File: config.mk
export PLATFORM = sky130hd
export DESIGN_NAME = counter_param
export DESIGN_NICKNAME = d
export VERILOG_FILES = /design/src/rtl/counter_param.sv
export SDC_FILE = /design/constraint.sdc
export NUM_CORES = 1
export LEC_CHECK = 0
export BUFFER_PORTS_ARGS = -buffer_cell sky130_fd_sc_hd__buf_2
export CELL_PAD_IN_SITES_DETAIL_PLACEMENT = 1
export CELL_PAD_IN_SITES_GLOBAL_PLACEMENT = 1
export CORE_MARGIN = 1
export CORE_UTILIZATION = 39
export CTS_BUF_LIST = sky130_fd_sc_hd__clkbuf_2
export DETAILED_ROUTE_END_ITERATION = 8
export HOLD_SLACK_MARGIN = 0.08
export PLACE_DENSITY = 0.85
export SYNTH_ARGS = -nofsm -noshare
export SYNTH_HDL_FRONTEND = slang
export SYNTH_SLANG_ARGS = --single-unit
File: constraint.sdc
create_clock -name clk -period 2.6 [get_ports clk]
set_input_delay 0 -clock clk [delete_from_list [all_inputs] [get_ports clk]]
set_output_delay 0 -clock clk [all_outputs]
set_load 0.03 [all_outputs]
File: src/rtl/counter_param.sv
// -----------------------------------------------------------------------------
// counter_param
//   Parametrised up/down counter with programmable prescaler, programmable
//   terminal value (0..limit), parallel load with clamp, wrap or saturate
//   behaviour at the boundaries, and sticky overflow/underflow flags.
//
// Parameters
//   WIDTH      counter width in bits (>= 2)
//   PRESCALE_W prescaler width in bits (>= 1)
//   SATURATE   0 = wrap at the boundary, 1 = hold at the boundary
//
// Ports
//   clk        rising-edge clock
//   n_reset    asynchronous active-low reset
//   en         count enable; the prescaler advances only while high
//   dir        1 = count up, 0 = count down
//   load       synchronous parallel load (wins over counting)
//   load_val   value to load, clamped to limit
//   limit      terminal value; counting range is 0..limit
//   prescale   one counter step every prescale+1 enabled cycles
//   clr_flags  clears ovf and udf (a same-edge set wins)
//   cnt_out    current count, registered
//   tc         one-cycle terminal-count pulse, registered
//   ovf        sticky: an up step was taken at the up boundary
//   udf        sticky: a down step was taken at the down boundary
// -----------------------------------------------------------------------------
module counter_param #(
  parameter int unsigned WIDTH      = 32,
  parameter int unsigned PRESCALE_W = 8,
  parameter bit          SATURATE   = 1'b0
) (
  input  logic                  clk,
  input  logic                  n_reset,
  input  logic                  en,
  input  logic                  dir,
  input  logic                  load,
  input  logic [WIDTH-1:0]      load_val,
  input  logic [WIDTH-1:0]      limit,
  input  logic [PRESCALE_W-1:0] prescale,
  input  logic                  clr_flags,
  output logic [WIDTH-1:0]      cnt_out,
  output logic                  tc,
  output logic                  ovf,
  output logic                  udf
);

  logic [PRESCALE_W-1:0] pre_cnt;
  logic                  step;
  logic                  at_top;
  logic                  at_bottom;
  logic [WIDTH-1:0]      load_clamped;
  logic [WIDTH-1:0]      cnt_next;
  logic                  tc_next;
  logic                  ovf_set;
  logic                  udf_set;

  // '>=' rather than '==' so that lowering prescale at run time never lets
  // pre_cnt run past the new terminal value.
  assign step         = en && !load && (pre_cnt >= prescale);

  // '>=' treats a count left above a freshly lowered limit as the boundary.
  assign at_top       = (cnt_out >= limit);
  assign at_bottom    = (cnt_out == '0);
  assign load_clamped = (load_val > limit) ? limit : load_val;

  always_comb begin
    // NOTE: every variable gets a default before any branch, so no path
    // through this block leaves one unassigned and no latch is inferred.
    cnt_next = cnt_out;
    tc_next  = 1'b0;
    ovf_set  = 1'b0;
    udf_set  = 1'b0;

    if (load) begin
      cnt_next = load_clamped;
    end else if (step) begin
      if (dir) begin
        if (at_top) begin
          cnt_next = SATURATE ? limit : '0;
          tc_next  = 1'b1;
          ovf_set  = 1'b1;
        end else begin
          cnt_next = cnt_out + WIDTH'(1);
        end
      end else begin
        if (at_bottom) begin
          cnt_next = SATURATE ? '0 : limit;
          tc_next  = 1'b1;
          udf_set  = 1'b1;
        end else begin
          // Plain decrement even when cnt_out sits above a lowered limit.
          cnt_next = cnt_out - WIDTH'(1);
        end
      end
    end
  end

  always_ff @(posedge clk or negedge n_reset) begin
    if (!n_reset) begin
      cnt_out <= '0;
      pre_cnt <= '0;
      tc      <= 1'b0;
      ovf     <= 1'b0;
      udf     <= 1'b0;
    end else begin
      // NOTE: non-blocking assignments so every register samples the
      // pre-edge values, independent of statement order.
      cnt_out <= cnt_next;
      tc      <= tc_next;

      if (load || step) begin
        pre_cnt <= '0;
      end else if (en) begin
        pre_cnt <= pre_cnt + PRESCALE_W'(1);
      end

      // A set on the same edge as clr_flags wins.
      ovf <= ovf_set | (ovf & ~clr_flags);
      udf <= udf_set | (udf & ~clr_flags);
    end
  end

endmodule
Word level (Yosys, flattened, before mapping) --
Cells that the tools add are included. W data, S select, Z words.
Storage, ports and cells: register bits after elaboration 43, bits of input ports 78
Operators by class: $lt $le $gt $ge 3, add/subtract/negate cells 3, bitwise operators 5, reductions and logical operators 7, multiplexer cells 19
Operator list (count):
- $mux W32 | 6
- $add A32 B1 Y32 const B | 1
- $ge A32 B32 Y1 | 1
- $gt A32 B32 Y1 | 1
- $logic_not A32 Y1 | 1
- $sub A32 B1 Y32 const B | 1
- $mux W8 | 2
- $mux W1 | 11
- $add A8 B1 Y8 const B | 1
- $ge A8 B8 Y1 | 1
- $reduce_bool A2 Y1 | 2
- $and A1 B1 Y1 | 2
- $logic_and A1 B1 Y1 | 2
- $or A1 B1 Y1 | 2
- $logic_not A1 Y1 | 1
- $logic_or A1 B1 Y1 | 1
- $not A1 Y1 | 1

Depth between registers and ports, before layout --
word-level depth 6, gate-level depth with buffers 12, gate-level depth less buffers 9

Worst setup path before layout --
OpenSTA, ideal clock, no wires.
kind register to register, from reg cnt_out[0], to reg cnt_out[6], arrival time 2908 ps, cell stages (with the launch flop) 11, period minus slack after synthesis 2994 ps, slack -394 ps, required time 2514 ps, setup time 86 ps, path buffers 1, path through dfrtp_1 -> clkbuf_1 -> inv_1 -> ha_1 -> nand2b_1 -> a2111oi_0 -> o31a_1 -> o221ai_2 -> nor3_1 -> nand3b_1 -> a32oi_1
Between the ends: longest elaborated chain between the ends 5, elaborated cells between the ends (all ways) 9
RTL lines:
- start, declared | line 41 | output logic [WIDTH-1:0] cnt_out,
- start signal, assigned | line 108 | cnt_out <= cnt_next;
- $sub A32 B1 Y32, or another cell as far along | line 92 | cnt_next = cnt_out - WIDTH'(1);
- $mux W32 (on tied branches) | line 86, 78
- $mux W32 * | line 77 | if (dir) begin
- $mux W32 * | line 76 | end else if (step) begin
- $mux W32 * | line 74 | if (load) begin
Every way passes the cells marked *; elsewhere a longest branch is shown, timed or not. The select of a mux whose other input is x is not followed. A chain may end at the register's enable or synchronous reset.

Worst setup path after layout --
from reg cnt_out[13], to reg cnt_out[15]
Same word-level chain as after synthesis.

==> impl_results.md <==
- Status: finished, violations left
- Failing checks: setup timing
- Detail Route Antenna Nets: 0
- Final min period: 3.38 ns
- Simple-gate share of the synthesized area: 25.2%
- Routed via count: 9,382
- Most frequent cells in the layout: 141 x buf_4, 112 x buf_2, 70 x dlygate4sd3_1
- TritonCTS Buffers: 5
- Top cell type's share of synthesized area: 17.7%
- Synth Warn #: 0
- Slew @ Worst Pin: 1.23 ns
- Worst-path clk slew: 0.29 ns
- Hold endpoint: cnt_out[25]
- Achievable frequency: 296 MHz
- CTS Sinks: 43
- Number of setup violations in the final report: 35
- Worst-Skew Late Latency: 0.52 ns
- Area leader, netlist: dfrtp_1
- Core box area: 15,200 sq um
- Largest net degree at the start of global routing: 44
- Gate Count Post-Synth: 770
- Die Span Y: 127 um
- Worst path cell trace: ha_1, nand2_1, nor2_1, nand2_2, o221ai_4, nor2_4, buf_4, buf_6, nand2_2, buf_6, o221ai_4
- Tot GR Track Use: 42.4%
- Fin nets: 1,241
- Crit path max-delay cell type: nor2_1
- R2r endpoint: cnt_out[15]
- Met1 GRT Util: 45.9%
- Pwr/cell area: 370 nW/um^2
- Crit end category: flop
- Die area: 16,100 sq um
- Largest family of logic cells by synthesized area: simple AND/OR/NAND/NOR gates
- Vias in the first global route: 9,194
- Hold path depth: 5
- H-tree levels: 2
- Post-synthesis compound-gate area fraction: 24.3%
- Mux contribution to synthesized area: 4.97%
- Crit share post-route: 130%
- GRT overflow: 0
- Fill cells: 1,792
- Synth Area in Adders: 15.7%
- Post-synth EDFFs: 0
- Most common cell after layout, fill and taps aside: buf_4
- I/O pins: 113
- Crit path DAT: 3.76 ns
- Reg-to-reg startpoint: cnt_out[13]
- TritonCTS clock tree: built
- WL/cell: 33.9 um
- Post-DP HPWL: 20.7 mm
- Min-Delay Path Class: primary input to flop
- VDD IR max: 0.000234 V
- Mean Syn Cell Area: 7.88 sq um
- Worst min-delay path startpoint: limit[25]
- Synth Area in XOR/XNOR: 4.91%
- LEAKAGE: 4.36 nW
- Layout cell share with drive strength beyond 1: 39.1%
- First-pass GRT wire length: 52.1 mm
- Worst path max stage delay: 0.59 ns
- Drt first pass iters: 8
- Critical path's top delay family: simple AND/OR/NAND/NOR gates
- Distinct cell type count after synthesis: 77
- Post-Route Utilization: 63.4%
- Post-synthesis cell area: 6060 sq um
- Starting density of the core: 39.9%
- Worst R2R Path Depth: 11
- Syn_nets: 924
- DRC: 0
- GP Congestion: 0.981
- Max cap viols: 0
- Worst setup SP type: flop
- Worst reg2reg setup slack: -0.78 ns
- Worst clock skew: 0.0415 ns
- Root Buffer Master: clkbuf_2
- GR Layer Usage met3: 9.66%
- Grt met2 use: 71.7%
- Die width: 127 um
- Most used DFF post-synth: dfrtp_1
- Row cnt: 45
- Crit Path Max Fanout: 8
- RSZ-0062 raised after global routing: yes
- Worst Path Buf+Inv: 3
- Via density: 7.34
- Setup ws final: -0.778 ns
- Post-synthesis sequential area ratio: 17.7%
- Hold Vio Cnt, Final: 0
- Async set or reset register ratio after synthesis: 100%
- IO Port Bufs: 112
- Clock Path Buffers: 2
- Layout area overhead: 59.0%
- Crit Path Class: flop to flop
- Final wirelength: 43.4 mm
- Slew HR: 17.9%
- #FFs+latches synth: 43
- Synth area leaders: dfrtp_1 18%, ha_1 16%, a21oi_1 5.3%
- Most used routing layer: met2
- CP Data Required Time: 2.98 ns
- Total negative slack: -16.90 ns
- Initial antenna violation count: 4
- Fin. max-slew vios: 0
- Detailed Route Iter0 Violations: 1,498
==> where the power goes <==
part / switching, mW / total [mW] / internal [mW]
clock network: 0.301 / 0.379 / 0.0785
registers: 0.0985 / 0.844 / 0.746
logic: 1.42 / 2.35 / 0.926
total: 1.82 / 3.57 / 1.75
==> what timing repair did <==
item | CTS | global route
gates cloned | 0 | 2
endpoints found under the setup margin | 33 | 35
resized for setup | 41 | 99
buffers inserted | 7 | 30
pin swaps | 13 | 39
hold endpoints to repair | 80 | 0
hold buffers | 70 | 0
==> final cells by class <==
type                            instances  area, sq um  share of cell area [%]
Multi-Input combinational cell        627         5260                    54.6
Timing Repair Buffer                  357         2810                    29.1
Tap cell                              188          235                    2.44
Sequential cell                        43         1090                    11.3
Antenna cell                            2         5.00                  0.0519
Inverter                               53          201                    2.09
Clock buffer                            8         40.0                   0.415
==> synthesized netlist by cell type (all sizes together) (10+ instances only) <==
cell type,count
buf,23
nand4,22
xnor2,17
a22oi,12
clkbuf,24
xor2,17
a21oi,65
inv,50
a32oi,11
dfrtp,43
o21ai,28
mux2i,29
nor4,15
a211oi,17
nor3,26
nand2,60
nand3,29
ha,76
and3,10
nor2,63
==> state kept, by name, indices dropped and copies added (netlist names) <==
register	cells
tc	1
ovf	1
pre_cnt	8
udf	1
cnt_out	32
==> worst max-delay path by stage <==
stage / from / to / slack [ns] / depth (start not counted)
floorplan: cnt_out[8] / cnt_out[27] / -0.03 / 8
global placement: cnt_out[0] / cnt_out[3] / -0.11 / 10
detailed placement: cnt_out[27] / cnt_out[11] / -0.19 / 9
CTS: cnt_out[0] / cnt_out[20] / -0.08 / 10
global route: cnt_out[13] / cnt_out[15] / -0.70 / 11
finish: cnt_out[13] / cnt_out[15] / -0.78 / 11
==> logic make-up (layout without fill, tap and decap cells) <==
group	after synthesis	after routing
AO/OA/AOI/OAI	211	211
XOR/XNOR	34	34
adder cells (fa/ha/maj)	76	76
buffers and inverters	100	418
flip-flops	43	43
multiplexers	30	30
other	0	2
AND/OR/NAND/NOR	276	276
==> through the flow <==
step	instances	hold WS, ns	total power [mW]	setup WS [ns]	cell area (sq um)
after floorplan	770	-0.296	1.79	-0.0284	6170
after global placement	1159	0.220	2.42	-0.106	7790
after detailed placement	1159	0.233	2.50	-0.194	7790
after CTS	1244	0.0875	3.00	-0.0775	8830
after global routing	1277	0.0828	3.65	-0.705	9640
final	1278	0.0658	3.57	-0.778	9640
==> layer usage <==
metal | wire (um) | vias to the layer above
li1 | - | 3550
met1 | 14300 | 4369
met2 | 18600 | 1021
met3 | 5580 | 440
met4 | 4820 | 2
met5 | 14 | -
==> tightest hold or removal path: cells and delay by family <==
kind | cells | cell delay (ns)
simple gates | 1 | 0.10
compound gates | 3 | 0.37
buf+inv | 1 | 0.11
Power figures use the tool's default switching activity.
